[src/rtl/pong_pkg.sv]
// Shared types and constants for the pong game core.
package pong_pkg;

   // Game phase: ball held before a serve, rally in progress, game finished.
   typedef enum logic [1:0] {
      SERVE = 2'd0,
      PLAY  = 2'd1,
      OVER  = 2'd2
   } state_t;

   // Centre net geometry: width in pixels and dash period in lines.
   localparam int NET_W    = 2;
   localparam int NET_DASH = 16;

   // One spare bit above the 10-bit screen coordinates so that steps past
   // either screen edge are visible as overflow instead of wrapping.
   typedef logic [10:0] pos_t;

   function automatic pos_t to_pos(input logic [9:0] v);
      return {1'b0, v};
   endfunction

endpackage

[src/rtl/pong_paddle_ctrl.sv]
// Button-driven paddle: one step per frame tick, clamped to the screen.
module pong_paddle_ctrl
   import pong_pkg::*;
#(
   parameter int V_ACTIVE     = 480,
   parameter int PADDLE_H     = 64,
   parameter int PADDLE_SPEED = 4
) (
   input  logic       clk,
   input  logic       rst_n,
   input  logic       up,
   input  logic       dn,
   input  logic       tick,
   input  logic       hold,
   input  logic       recenter,
   output logic [9:0] y
);

   localparam pos_t Y_MAX = pos_t'(V_ACTIVE - PADDLE_H);
   localparam pos_t Y_MID = pos_t'((V_ACTIVE - PADDLE_H) / 2);

   pos_t y_cur, y_up, y_dn, y_next;

   assign y_cur = to_pos(y);
   assign y_up  = y_cur - pos_t'(PADDLE_SPEED);
   assign y_dn  = y_cur + pos_t'(PADDLE_SPEED);

   // Candidate position for this frame; an upward step below zero sets the spare bit.
   always_comb begin
      // NOTE: default assignment first so every path drives y_next and no latch is inferred.
      y_next = y_cur;
      if (up && !dn) begin
         y_next = y_up[10] ? '0 : y_up;
      end else if (dn && !up) begin
         y_next = (y_dn > Y_MAX) ? Y_MAX : y_dn;
      end
   end

   // Position register: recentre on restart, freeze while held, else step.
   always_ff @(posedge clk) begin
      // NOTE: non-blocking assignments keep all registers updating from pre-edge values.
      if (!rst_n) begin
         y <= Y_MID[9:0];
      end else if (tick) begin
         if (recenter) begin
            y <= Y_MID[9:0];
         end else if (!hold) begin
            y <= y_next[9:0];
         end
      end
   end

endmodule

[src/rtl/pong_engine.sv]
// Two-player pong core: frame tick, ball physics, scoring, serve/over FSM
// and registered pixel layers for the colour mux.
module pong_engine
   import pong_pkg::*;
#(
   parameter int H_ACTIVE      = 640,
   parameter int V_ACTIVE      = 480,
   parameter int PADDLE_H      = 64,
   parameter int PADDLE_W      = 8,
   parameter int PADDLE_MARGIN = 16,
   parameter int BALL_SIZE     = 8,
   parameter int BALL_SPEED    = 2,
   parameter int PADDLE_SPEED  = 4,
   parameter int SCORE_MAX     = 9,
   parameter int SERVE_FRAMES  = 60
) (
   input  logic       clk,
   input  logic       rst_n,
   input  logic       vsync,
   input  logic [9:0] hpos,
   input  logic [9:0] vpos,
   input  logic       de,
   input  logic       p1_up,
   input  logic       p1_dn,
   input  logic       p2_up,
   input  logic       p2_dn,
   input  logic       start,
   output logic       pix_ball,
   output logic       pix_paddle,
   output logic       pix_net,
   output logic [3:0] score1,
   output logic [3:0] score2,
   output logic       game_over
);

   localparam int   CNT_W   = (SERVE_FRAMES > 1) ? $clog2(SERVE_FRAMES) : 1;
   localparam pos_t BX_MID  = pos_t'((H_ACTIVE - BALL_SIZE) / 2);
   localparam pos_t BY_MID  = pos_t'((V_ACTIVE - BALL_SIZE) / 2);
   localparam pos_t BX_MAX  = pos_t'(H_ACTIVE - BALL_SIZE);
   localparam pos_t BY_MAX  = pos_t'(V_ACTIVE - BALL_SIZE);
   localparam pos_t BALL    = pos_t'(BALL_SIZE);
   localparam pos_t SPD     = pos_t'(BALL_SPEED);
   localparam pos_t PH      = pos_t'(PADDLE_H);
   localparam pos_t P1_X    = pos_t'(PADDLE_MARGIN);
   localparam pos_t P1_FACE = pos_t'(PADDLE_MARGIN + PADDLE_W);
   localparam pos_t P2_X    = pos_t'(H_ACTIVE - PADDLE_MARGIN - PADDLE_W);
   localparam pos_t P2_END  = pos_t'(H_ACTIVE - PADDLE_MARGIN);
   localparam pos_t P2_FACE = pos_t'(H_ACTIVE - PADDLE_MARGIN - PADDLE_W - BALL_SIZE);
   localparam pos_t NET_X   = pos_t'(H_ACTIVE / 2 - NET_W / 2);
   localparam pos_t NET_END = pos_t'(H_ACTIVE / 2 - NET_W / 2 + NET_W);

   state_t           state, state_next;
   logic             vsync_q, frame_tick;
   logic [9:0]       ball_x, ball_y, paddle1_y, paddle2_y;
   logic             dx_neg, dy_neg, ndy_neg;
   logic [CNT_W-1:0] serve_cnt;
   pos_t             bx, by, p1, p2, nx, ny_raw, ny, h, v, v_dash;
   logic             wall_top, wall_bot, hit1, hit2, miss1, miss2;
   logic             point1, point2, win, serve_done, in_over, restart;
   logic             in_ball, in_pad, in_net;

   // Previous vsync level; the falling edge marks the start of a frame.
   always_ff @(posedge clk) begin
      if (!rst_n) vsync_q <= 1'b0;
      else        vsync_q <= vsync;
   end
   assign frame_tick = vsync_q & ~vsync;

   assign in_over = (state == OVER);
   assign restart = in_over && start;

   pong_paddle_ctrl #(.V_ACTIVE(V_ACTIVE), .PADDLE_H(PADDLE_H), .PADDLE_SPEED(PADDLE_SPEED))
      u_paddle1 (.clk(clk), .rst_n(rst_n), .up(p1_up), .dn(p1_dn), .tick(frame_tick),
                 .hold(in_over), .recenter(restart), .y(paddle1_y));

   pong_paddle_ctrl #(.V_ACTIVE(V_ACTIVE), .PADDLE_H(PADDLE_H), .PADDLE_SPEED(PADDLE_SPEED))
      u_paddle2 (.clk(clk), .rst_n(rst_n), .up(p2_up), .dn(p2_dn), .tick(frame_tick),
                 .hold(in_over), .recenter(restart), .y(paddle2_y));

   assign bx     = to_pos(ball_x);
   assign by     = to_pos(ball_y);
   assign p1     = to_pos(paddle1_y);
   assign p2     = to_pos(paddle2_y);
   assign nx     = dx_neg ? bx - SPD : bx + SPD;
   assign ny_raw = dy_neg ? by - SPD : by + SPD;

   assign wall_top = ny_raw[10] || (ny_raw == '0);
   assign wall_bot = !ny_raw[10] && (ny_raw >= BY_MAX);

   // Vertical step with wall clamp and bounce.
   always_comb begin
      ny      = ny_raw;
      ndy_neg = dy_neg;
      if (wall_top) begin
         ny      = '0;
         ndy_neg = 1'b0;
      end else if (wall_bot) begin
         ny      = BY_MAX;
         ndy_neg = 1'b1;
      end
   end

   // Paddle contact uses the stepped ball against the paddles as they stood before this frame.
   assign hit1  = dx_neg && !nx[10] && (nx < P1_FACE) && (nx + BALL > P1_X)
                  && (ny < p1 + PH) && (ny + BALL > p1);
   assign hit2  = !dx_neg && (nx < P2_END) && (nx + BALL > P2_X)
                  && (ny < p2 + PH) && (ny + BALL > p2);
   assign miss1 = dx_neg && (nx[10] || (nx == '0));
   assign miss2 = !dx_neg && (nx >= BX_MAX);

   assign point1     = (state == PLAY) && miss2 && !hit2;
   assign point2     = (state == PLAY) && miss1 && !hit1;
   assign win        = (point1 && (score1 == 4'(SCORE_MAX - 1)))
                    || (point2 && (score2 == 4'(SCORE_MAX - 1)));
   assign serve_done = (state == SERVE) && (serve_cnt == CNT_W'(SERVE_FRAMES - 1));

   // FSM state register.
   always_ff @(posedge clk) begin
      if (!rst_n) state <= SERVE;
      else        state <= state_next;
   end

   // FSM next state, evaluated only on frame ticks.
   always_comb begin
      state_next = state;
      if (frame_tick) begin
         case (state)
            SERVE:   if (serve_done) state_next = PLAY;
            PLAY:    if (point1 || point2) state_next = win ? OVER : SERVE;
            OVER:    if (start) state_next = SERVE;
            default: state_next = SERVE;
         endcase
      end
   end

   // FSM outputs.
   always_comb begin
      game_over = in_over;
   end

   // Ball, direction, serve counter and scores, all advanced on frame ticks.
   always_ff @(posedge clk) begin
      if (!rst_n) begin
         ball_x    <= BX_MID[9:0];
         ball_y    <= BY_MID[9:0];
         dx_neg    <= 1'b0;
         dy_neg    <= 1'b0;
         serve_cnt <= '0;
         score1    <= '0;
         score2    <= '0;
      end else if (frame_tick) begin
         case (state)
            SERVE: begin
               if (serve_done) begin
                  // Ball sits at centre, so the normal step is the launch step.
                  serve_cnt <= '0;
                  ball_x    <= nx[9:0];
                  ball_y    <= ny[9:0];
                  dy_neg    <= ndy_neg;
               end else begin
                  serve_cnt <= serve_cnt + CNT_W'(1);
               end
            end
            PLAY: begin
               ball_y <= ny[9:0];
               dy_neg <= ndy_neg;
               if (hit1) begin
                  ball_x <= P1_FACE[9:0];
                  dx_neg <= 1'b0;
               end else if (hit2) begin
                  ball_x <= P2_FACE[9:0];
                  dx_neg <= 1'b1;
               end else if (point2) begin
                  ball_x <= BX_MID[9:0];
                  ball_y <= BY_MID[9:0];
                  dx_neg <= 1'b1;
                  score2 <= score2 + 4'd1;
               end else if (point1) begin
                  ball_x <= BX_MID[9:0];
                  ball_y <= BY_MID[9:0];
                  dx_neg <= 1'b0;
                  score1 <= score1 + 4'd1;
               end else begin
                  ball_x <= nx[9:0];
               end
            end
            OVER: begin
               if (start) begin
                  score1 <= '0;
                  score2 <= '0;
               end
            end
            default: ;
         endcase
      end
   end

   assign h      = to_pos(hpos);
   assign v      = to_pos(vpos);
   assign v_dash = v / pos_t'(NET_DASH);

   assign in_ball = !in_over && (h >= bx) && (h < bx + BALL) && (v >= by) && (v < by + BALL);
   assign in_pad  = ((h >= P1_X) && (h < P1_FACE) && (v >= p1) && (v < p1 + PH))
                 || ((h >= P2_X) && (h < P2_END)  && (v >= p2) && (v < p2 + PH));
   assign in_net  = (h >= NET_X) && (h < NET_END) && !v_dash[0];

   // Pixel layers registered once, gated by display enable.
   always_ff @(posedge clk) begin
      if (!rst_n) begin
         pix_ball   <= 1'b0;
         pix_paddle <= 1'b0;
         pix_net    <= 1'b0;
      end else begin
         pix_ball   <= de && in_ball;
         pix_paddle <= de && in_pad;
         pix_net    <= de && in_net;
      end
   end

endmodule

[config.mk]
export PLATFORM = sky130hd
export DESIGN_NAME = pong_engine
export DESIGN_NICKNAME = d
export VERILOG_FILES = /design/src/rtl/pong_pkg.sv /design/src/rtl/pong_paddle_ctrl.sv /design/src/rtl/pong_engine.sv
export SDC_FILE = /design/constraint.sdc
export NUM_CORES = 1
export LEC_CHECK = 0
export BUFFER_PORTS_ARGS = -buffer_cell sky130_fd_sc_hd__buf_2
export CORE_MARGIN = 4
export CORE_UTILIZATION = 30
export DETAILED_ROUTE_END_ITERATION = 6
export GPL_TIMING_DRIVEN = 0
export HOLD_SLACK_MARGIN = 0.15
export PLACE_DENSITY = 0.44
export SLEW_MARGIN = 15
export SYNTH_ARGS = -nofsm -noshare
export SYNTH_HDL_FRONTEND = slang
export SYNTH_SLANG_ARGS = --single-unit
[constraint.sdc]
create_clock -name clk -period 5.68 [get_ports clk]
set_clock_uncertainty 0.15 [all_clocks]
set_input_delay 0.852 -clock clk [delete_from_list [all_inputs] [get_ports clk]]
set_output_delay 0.852 -clock clk [all_outputs]
set_load 0.005 [all_outputs]
==> impl_metrics.json, run 1 <==
{
  "drive_above_1_share_pct": 18.4,
  "ctsHoldBuffers": 0,
  "worst_pin_slew_ns": 1.09,
  "comb_power_share_pct": 11.8,
  "synth.area.top_cells": "ha_1, dfxtp_1, a21oi_1",
  "dp.cells": 1286,
  "cpMostUsedCell": "a21oi_2",
  "wire_per_inst_um": 17.9,
  "hp-class": "reg -> reg",
  "met2_length_um": 11100,
  "syn_to_final_growth_pct": 24.6,
  "ys_seq_area_share_pct": 16.1,
  "power_frac_clock_pct": 52.1,
  "dp_hpwl_um": 18400,
  "power_leakage_nw": 3.72,
  "rows": 56,
  "core_mm2": 0.0234,
  "grtUsageTotal_pct": 18.1,
  "status": "finished clean",
  "max-slew-margin-rel_pct": 27.1,
  "clk_latency_ns": 0.34,
  "drc": 0,
  "die_h_um": 162,
  "path_buf_inv": 2,
  "synth_edf_count": 0,
  "via_per_inst": 5.31,
  "setup_slack_ns": 0.0742,
  "drtAntennaViolNets": 0,
  "final.min_clock_period_ns": 5.61,
  "cp_top_family": "compound AO/OA/AOI/OAI gates",
  "numCtsBuffers": 9,
  "avgSynthCellArea_um2": 7.68,
  "synth_warnings": 0,
  "num_antenna_cells": 0,
  "yosysTopAreaCellShare_pct": 21.5,
  "p_int_mw": 0.839,
  "htree_levels": 3,
  "cp-start-kind": "flip-flop",
  "maxCapViolCount": 0,
  "grt_max_degree": 14,
  "switchingPower_mw": 0.281,
  "pwr-share-seq_pct": 36.1,
  "hold_viol": 0,
  "top_layer": "met4",
  "p_total_mw": 1.12,
  "post-synth-top-count-cell": "ha_1",
  "worst_setup_path_end_kind": "flip-flop",
  "synthesis.instances": 925,
  "gp_congestion": 0.877,
  "ir_drop_uv": 117,
  "path_max_fanout": 6,
  "dp_slack_ns": -1.54,
  "grt-ovfl-total": 0,
  "grt_pass1_wl_um": 37800,
  "grt_pass1_vias": 6774,
  "worst_ep_arrival_time_ns": 5.65,
  "finalNetCount": 1168,
  "slew_viol_final": 0,
  "port_buffers": 39,
  "dieArea_mm2": 0.0262,
  "root_buffer": "clkbuf_16",
  "crit_required_ns": 5.72,
  "swShare_pct": 25.1,
  "initial_core_util_pct": 30.4,
  "finalSetupViolations": 0,
  "drt_wl_total_um": 23900,
  "yosys-top-cells-count": "ha_1, inv_1, nand2_1",
  "finalCritPeriodShare_pct": 98.7,
  "synth_top_area_cell": "ha_1",
  "critPathKind": "reg -> reg",
  "antenna_found_initial": 0,
  "die_width_um": 162,
  "n_fill_cell": 2499,
  "synth.distinct_cells": 90,
  "worst_path_largest_cell_delay_ns": 0.43,
  "fin_cells": 1338,
  "clockBufferDepth": 2,
  "drt_first_pass_iters": 5,
  "synth-main-ff-cell": "dfxtp_1",
  "clock_sinks": 57,
  "async_reset_ff_share_pct": 0,
  "synth_area_mm2": 0.00711,
  "wl_met3_um": 767,
  "via_count": 7105,
  "clk_pin_slew_ns": 0.05,
  "fin_setup_tns_ns": 0,
  "timing.hold.ws_ns": 0.324,
  "cts_tree": "built",
  "drt_iter0_drc": 464,
  "power_per_cell_area_mw_per_mm2": 126,
  "wl_met1_um": 11600,
  "fmax_ghz": 0.178,
  "rsz0062_at_grt": "yes",
  "ys_seq_elements": 57,
  "ios": 41,
  "critPathSlowestCell": "fa_2"
}
-- timing repair --
action | CTS | global route
gates cloned | 0 | 0
resized for setup | 52 | 59
setup endpoints to repair | 29 | 29
pin swaps | 20 | 45
setup buffers | 20 | 17
-- layout by cell type, fill, tap and decap left out, types with 6 or more instances in the layout --
| cell | netlist | final |
|---|---|---|
| nand2_1 | 66 | 63 |
| o31ai_1 | 10 | 7 |
| o21a_1 | 22 | 22 |
| xor2_1 | 8 | 6 |
| clkbuf_1 | 24 | 24 |
| nor3_1 | 20 | 19 |
| nor2_1 | 64 | 61 |
| buf_2 | 1 | 40 |
| a21o_1 | 12 | 11 |
| buf_6 | 1 | 7 |
| o211ai_1 | 12 | 12 |
| and2_1 | 8 | 7 |
| nor2b_1 | 13 | 12 |
| nand2b_1 | 20 | 20 |
| clkbuf_16 | 0 | 9 |
| dfxtp_1 | 57 | 50 |
| buf_4 | 1 | 32 |
| and3_1 | 13 | 12 |
| nor4_1 | 9 | 8 |
| and4_1 | 8 | 7 |
| ha_1 | 122 | 114 |
| or3_1 | 12 | 11 |
| o21ai_0 | 62 | 59 |
| a21oi_1 | 62 | 51 |
| ha_4 | 0 | 6 |
| xnor2_1 | 33 | 29 |
| o221ai_1 | 6 | 6 |
| nand4_1 | 12 | 12 |
| a21oi_2 | 0 | 8 |
| nand3_1 | 41 | 39 |
| a31oi_1 | 19 | 17 |
| inv_1 | 69 | 68 |
-- per-layer routing --
layer  track usage, %  up-vias
met3             2.51       31
met5                0        -
met2             30.1      110
met4             4.65        0
met1             24.7     3341
li1                 -     3623
-- final timing paths --
kind / startpoint / to / slack [ns] / cells past startpoint
setup reg to reg: dy_neg / ball_x[4] / 0.07 / 25
setup / recovery: dy_neg / ball_x[4] / 0.07 / 25
hold reg to reg: ball_y[0] / ball_y[0] / 0.32 / 2
hold / removal: ball_y[0] / ball_y[0] / 0.32 / 2
-- per-stage QoR --
step / util, % / instance area, µm²
after floorplan: - / 7130
after global placement: 33.0 / 7720
after detailed placement: 33.0 / 7720
after CTS: 36.1 / 8450
after global routing: 37.8 / 8860
final: 37.8 / 8860
-- final cells by class --
type | count | area, µm² | area share [%]
clock inverter | 2 | 35.0 | 0.396
multi-input combinational | 771 | 6100 | 68.9
clock buffer | 13 | 280 | 3.16
tap | 319 | 399 | 4.51
buffer | 28 | 123 | 1.38
timing repair buffer | 76 | 492 | 5.55
inverter | 72 | 273 | 3.08
sequential | 57 | 1150 | 13.0
-- worst reg2reg max path: stages, from the launching register on --
cell and delay, ns:
dfxtp_4 0.39, buf_6 0.15, fa_2 0.44, a21oi_2 0.18, o221a_4 0.24, xnor2_4 0.14
nand4b_1 0.17, and2_4 0.22, nor2_4 0.13, nor2_2 0.06, or2_4 0.28, inv_4 0.07
ha_4 0.13, nand3_2 0.06, xor2_1 0.16, a21oi_2 0.24, ha_1 0.29, nand4_1 0.11
nor3_2 0.06, a2111oi_2 0.34, nand3_1 0.17, a2111oi_4 0.42, a21oi_4 0.15, a21o_4 0.24
o31ai_4 0.34, o211ai_1 0.13
-- power groups by stage --
stage	clock, mW	combinational, mW	sequential, mW
floorplan	0	0.0772	0.413
global route	0.616	0.150	0.404
detailed placement	0	0.126	0.414
global placement	0	0.126	0.414
finish	0.583	0.133	0.404
CTS	0.603	0.130	0.404
-- cell families after synthesis --
logic type / after synthesis / share of synthesized area [%]
DFF: 57 / 16.1
and+or+nand+nor: 313 / 23.1
xor gates and xnor gates: 42 / 5.28
muxes: 8 / 1.18
buffers and inverters: 100 / 5.47
AOI/OAI and AO/OA: 280 / 26.8
adders and majority gates: 124 / 22.0
other: 1 / 0.0528
-- state kept, by name (all words and copies together) (netlist names) --
signal and count:
ball_y 10, ball_x 9, u_paddle1.y 8, u_paddle2.y 8, serve_cnt 6, score1 4
score2 4, state 2, dx_neg 1, dy_neg 1, pix_ball 1, pix_net 1
pix_paddle 1, vsync_q 1
Power figures use the tool's default switching activity.
==> run 2: changes to the inputs <==
--- a/config.mk
+++ b/config.mk
@@ -11,6 +11,7 @@
 export DETAILED_ROUTE_END_ITERATION = 6
 export GPL_TIMING_DRIVEN = 0
 export HOLD_SLACK_MARGIN = 0.15
+export MAX_ROUTING_LAYER = met4
 export PLACE_DENSITY = 0.44
 export SLEW_MARGIN = 15
 export SYNTH_ARGS = -nofsm -noshare
==> run 2 against run 1 <==
Effect of this change: count of clock-buffer cells in the layout unchanged; critical path depth unchanged; hold slack improved by 0.0014 ns; first-iteration DRC count decreased by 3.4%; clock power about the same; register-to-register slack about the same; sequential power about the same; critical path type unchanged; critical endpoint unchanged; largest power group unchanged.
==> impl_metrics.json, run 2 (synthesis results as in run 1) <==
{
  "status": "finished clean",
  "final.min_clock_period_ns": 5.61,
  "clk_latency_ns": 0.34,
  "grt-ovfl-total": 0,
  "path_max_fanout": 6,
  "num_antenna_cells": 0,
  "cp_top_family": "compound AO/OA/AOI/OAI gates",
  "clockBufferDepth": 2,
  "initial_core_util_pct": 30.4,
  "ios": 41,
  "r2r_end": "ball_x[4]",
  "largest_reg_flops": 10,
  "ir_drop_uv": 117,
  "grt_pass1_wl_um": 37800,
  "drive_above_1_share_pct": 18.9,
  "max-slew-margin-rel_pct": 29.2,
  "drc": 0,
  "htree_levels": 3,
  "clk_pin_slew_ns": 0.05,
  "power_leakage_nw": 3.76,
  "timing.reg2reg.setup_slack_ns": 0.07,
  "rows": 56,
  "grtUsageTotal_pct": 18.6,
  "critPathKind": "reg -> reg",
  "finalNetCount": 1172,
  "reg2reg_from": "dy_neg",
  "via_per_inst": 5.30,
  "dp_hpwl_um": 18400,
  "core_mm2": 0.0234,
  "rsz0062_at_grt": "yes",
  "numCtsBuffers": 9,
  "timing.hold.ws_ns": 0.326,
  "wire_per_inst_um": 17.9,
  "grt_max_degree": 14,
  "mostFrequentLayoutCells": "ha_1, inv_1, nand2_1",
  "finalSetupViolations": 0,
  "hp-class": "reg -> reg",
  "root_buffer": "clkbuf_16",
  "finalCritPeriodShare_pct": 98.8,
  "design_area_mm2": 0.00897,
  "drtAntennaViolNets": 0,
  "fin_setup_tns_ns": 0,
  "drt_iter0_drc": 448,
  "worst_setup_path_end_kind": "flip-flop",
  "worst-path-stages": 25,
  "path_buf_inv": 2,
  "power_per_cell_area_mw_per_mm2": 125,
  "fin_cells": 1342,
  "cp-start-kind": "flip-flop",
  "top_register": "ball_y",
  "cts_tree": "built",
  "cpMostUsedCell": "a21oi_2",
  "fmax_ghz": 0.178,
  "gp_congestion": 0.892,
  "crit_start": "dy_neg",
  "syn_to_final_growth_pct": 26.2,
  "hold_viol": 0,
  "n_fill_cell": 2492,
  "via_count": 7114,
  "slew_viol_final": 0,
  "final_core_util_pct": 38.3,
  "drt_first_pass_iters": 5,
  "drt_wl_total_um": 24000,
  "worst_ep_arrival_time_ns": 5.66,
  "maxCapViolCount": 0,
  "worst_path_largest_cell_delay_ns": 0.43,
  "ctsHoldBuffers": 0,
  "crit_required_ns": 5.73,
  "seq_area_mm2": 0.00115,
  "die_width_um": 162,
  "clock_sinks": 57,
  "critPathSlowestCell": "fa_2",
  "dp.cells": 1286,
  "die_h_um": 162,
  "endpoint": "ball_x[4]",
  "ff2ff_path_depth": 25,
  "largestRegisters": "ball_y (10), ball_x (9)",
  "port_buffers": 39,
  "dieArea_mm2": 0.0262,
  "layout_commonest_cell": "ha_1",
  "place_area_mm2": 0.00772,
  "grt_pass1_vias": 6777,
  "multi_input_area_mm2": 0.00616,
  "worst_pin_slew_ns": 1.06,
  "antenna_found_initial": 0
}
==> run 2: cell count changes in the layout (fill, tap and decap cells not counted), moves of 2 or more <==
cell | before | now
buf_6 | 7 | 9
o21ai_0 | 59 | 57
o21ai_1 | 3 | 5
o31ai_2 | 2 | 0
==> run 2: layout make-up <==
cell class              instances  area share (%)
multi-input cells             771            68.7
flip-flops and latches         57            12.9
repair buffers                 80            6.04
well taps                     319            4.45
clock buffers                  13            3.13
inverters                      72            3.04
plain buffers                  28            1.37
clock inverters                 2           0.391
==> run 2: per-stage QoR <==
| step | setup slack, ns | total power [mW] |
|---|---|---|
| after CTS | 0.000153 | 1.14 |
| after floorplan | 0.0861 | 0.490 |
| final | 0.0684 | 1.12 |
| after detailed placement | -1.54 | 0.539 |
| after global placement | -1.63 | 0.540 |
| after global routing | -0.161 | 1.17 |
==> run 2: timing repair <==
action                                  in CTS  in global routing
endpoints found under the setup margin      29                 29
pin swaps                                   20                 54
resized for setup                           52                 69
setup buffers                               20                 21
hold endpoints to repair                     0                  0
==> run 2: worst min-delay path by stage <==
stage,to,depth (start not counted),slack [ns],from
after floorplan,ball_y[0],2,0.27,ball_y[0]
after global placement,ball_y[0],2,0.32,ball_y[0]
after detailed placement,ball_y[0],2,0.32,ball_y[0]
after CTS,ball_y[0],2,0.33,ball_y[0]
after global routing,ball_y[0],2,0.37,ball_y[0]
final,ball_y[0],2,0.33,ball_y[0]
==> run 2: power by group <==
| group | leakage, nW | internal, mW | switching, mW | total [mW] |
|---|---|---|---|---|
| Sequential | 0.461 | 0.402 | 0.00256 | 0.404 |
| Combinational | 3.14 | 0.0534 | 0.0793 | 0.133 |
| Clock | 0.158 | 0.384 | 0.199 | 0.583 |
| Total | 3.76 | 0.839 | 0.281 | 1.12 |
==> run 2: metal layers <==
layer	GRT usage, %	wire, µm	vias up	share of wire (%)
met2	30.1	11200	116	47
met5	-	0	-	0
li1	-	-	3637	-
met3	2.46	809	27	3.4
met4	4.65	370	0	1.5
met1	24.8	11600	3334	48
==> run 2: tightest hold or removal path: stages, from the launching register on <==
cell     delay (ns)
dfxtp_1        0.33
nand2_1        0.06
a21oi_1        0.03
==> run 3: changes to the inputs <==
--- a/config.mk
+++ b/config.mk
@@ -6,8 +6,10 @@
 export NUM_CORES = 1
 export LEC_CHECK = 0
 export BUFFER_PORTS_ARGS = -buffer_cell sky130_fd_sc_hd__buf_2
+export CORE_ASPECT_RATIO = 1.2
 export CORE_MARGIN = 4
 export CORE_UTILIZATION = 30
+export CTS_CLUSTER_SIZE = 14
 export DETAILED_ROUTE_END_ITERATION = 6
 export GPL_TIMING_DRIVEN = 0
 export HOLD_SLACK_MARGIN = 0.15
==> constraint.sdc (replaced) <==
create_clock -name clk -period 5.68 [get_ports clk]
set_clock_uncertainty 0.15 [all_clocks]
set_input_delay 0.852 -clock clk [delete_from_list [all_inputs] [get_ports clk]]
set_output_delay 0.852 -clock clk [all_outputs]
set_load 0.05 [all_outputs]
==> run 3 against run 2 <==
Effect of this change: clock power increased by 5.8%; cell count decreased by 1.0%; non-clock buffer count decreased by 11; count of clock-buffer cells in the layout decreased by 4; fmax increased by 2.0%; hold slack got worse by 0.021 ns; global-route usage increased by 0.18 points; register-to-register slack improved by 0.11 ns.
==> impl_metrics.json, run 3 (synthesis results as in run 1) <==
{
  "htree_levels": 3,
  "fin_setup_tns_ns": 0,
  "dp_slack_ns": -1.41,
  "drt_iter0_drc": 544,
  "worst_pin_slew_ns": 0.828,
  "maxCapViolCount": 0,
  "largestRegisters": "ball_y (10), ball_x (9)",
  "drive_above_1_share_pct": 17.0,
  "finalNetCount": 1161,
  "place_area_mm2": 0.00772,
  "dp.cells": 1282,
  "top_register": "ball_y",
  "antenna_found_initial": 0,
  "power_leakage_nw": 3.67,
  "port_buffers": 39,
  "initial_core_util_pct": 30.5,
  "finalSetupViolations": 0,
  "slew_viol_final": 0,
  "die_h_um": 177,
  "ios": 41,
  "setup_slack_ns": 0.180,
  "cp-start-kind": "flip-flop",
  "grt-ovfl-total": 0,
  "worst_ep_arrival_time_ns": 5.63,
  "layout_commonest_cell": "ha_1",
  "fmax_ghz": 0.182,
  "dp_hpwl_um": 18600,
  "grtUsageTotal_pct": 18.8,
  "num_antenna_cells": 0,
  "timing.hold.ws_ns": 0.304,
  "syn_to_final_growth_pct": 22.9,
  "power_per_cell_area_mw_per_mm2": 132,
  "die_width_um": 149,
  "worst_setup_path_end_kind": "flip-flop",
  "status": "finished clean",
  "wire_per_inst_um": 18.1,
  "drt_wl_total_um": 24100,
  "root_buffer": "clkbuf_16",
  "drtAntennaViolNets": 0,
  "grt_max_degree": 14,
  "drt_first_pass_iters": 5,
  "rows": 61,
  "hp-class": "reg -> reg",
  "grt_pass1_vias": 6845,
  "final.min_clock_period_ns": 5.50,
  "ir_drop_uv": 118,
  "via_per_inst": 5.38,
  "mostFrequentLayoutCells": "ha_1, inv_1, nand2_1",
  "via_count": 7144,
  "hold_viol": 0,
  "design_area_mm2": 0.00874,
  "finalCritPeriodShare_pct": 96.8,
  "crit_required_ns": 5.81,
  "max-slew-margin-rel_pct": 44.6,
  "core_mm2": 0.0233,
  "clockBufferDepth": 2,
  "clock_sinks": 57,
  "rsz0062_at_grt": "yes",
  "numCtsBuffers": 9,
  "path_max_fanout": 8,
  "gp_congestion": 0.892,
  "fin_cells": 1328,
  "largest_reg_flops": 10,
  "grt_pass1_wl_um": 37900,
  "cts_tree": "built",
  "clk_pin_slew_ns": 0.06,
  "dieArea_mm2": 0.0262,
  "critPathKind": "reg -> reg",
  "drc": 0,
  "clk_latency_ns": 0.35
}
-- run 3: cell count changes in the layout (fill, tap and decap cells not counted), moves of 3 or more --
cell	change
buf_6	-6
clkinv_4	+3
a21oi_2	-4
buf_4	-3
clkbuf_8	-4
a21oi_1	+5
-- run 3: worst max-delay path: stages (launching register included) --
cell and delay, ns:
dfxtp_4 0.44, ha_4 0.24, a211o_1 0.29, a21o_1 0.22, a2111oi_4 0.29, or4b_4 0.53
o21ai_4 0.17, or2_4 0.18, inv_4 0.05, ha_4 0.17, xnor2_4 0.19, ha_1 0.27
nand4_1 0.10, nor2_1 0.06, a211o_1 0.30, a2111oi_4 0.42, nor4_1 0.11, o311a_1 0.19
a31oi_1 0.19, o221ai_2 0.19, buf_4 0.21, or3b_4 0.37, a21oi_2 0.11
-- run 3: worst paths after layout --
path	to	slack [ns]	from	depth (start not counted)
setup / recovery	score1[1]	0.18	dy_neg	22
hold / removal	ball_y[0]	0.30	ball_y[0]	2
setup reg to reg	score1[1]	0.18	dy_neg	22
hold reg to reg	ball_y[0]	0.30	ball_y[0]	2
-- run 3: cell type report --
class | instances | area, µm²
flip-flops and latches | 57 | 1150
multi-input cells | 771 | 6040
clock inverters | 7 | 103
clock buffers | 9 | 225
plain buffers | 27 | 118
inverters | 72 | 273
repair buffers | 70 | 432
fillers | 2453 | 14500
well taps | 315 | 394
-- run 3: layer usage --
metal	share of wire (%)	global-route usage, %	vias to the layer above
met5	0	-	-
met4	2.1	5.12	0
met3	2.9	2.41	34
met2	49	32.1	115
met1	46	23.4	3389
li1	-	-	3606
-- run 3: metrics by stage --
stage               utilization, %  total power, mW
floorplan                        -            0.491
global placement              33.2            0.541
detailed placement            33.2            0.541
CTS                           36.1             1.16
global route                  37.5             1.20
finish                        37.5             1.15
-- run 3: what timing repair did --
action / 4_1_cts / 5_1_grt
buffers inserted: 16 / 15
endpoints found under the hold margin: 0 / 0
hold buffers: 0 / 0
gates resized for setup: 45 / 45
endpoints found under the setup margin: 29 / 29
pin swaps: 20 / 31
-- run 3: power breakdown --
group / switching, mW / total, mW / internal, mW
Sequential: 0.00252 / 0.404 / 0.401
Combinational: 0.0796 / 0.131 / 0.0514
Clock: 0.229 / 0.617 / 0.388
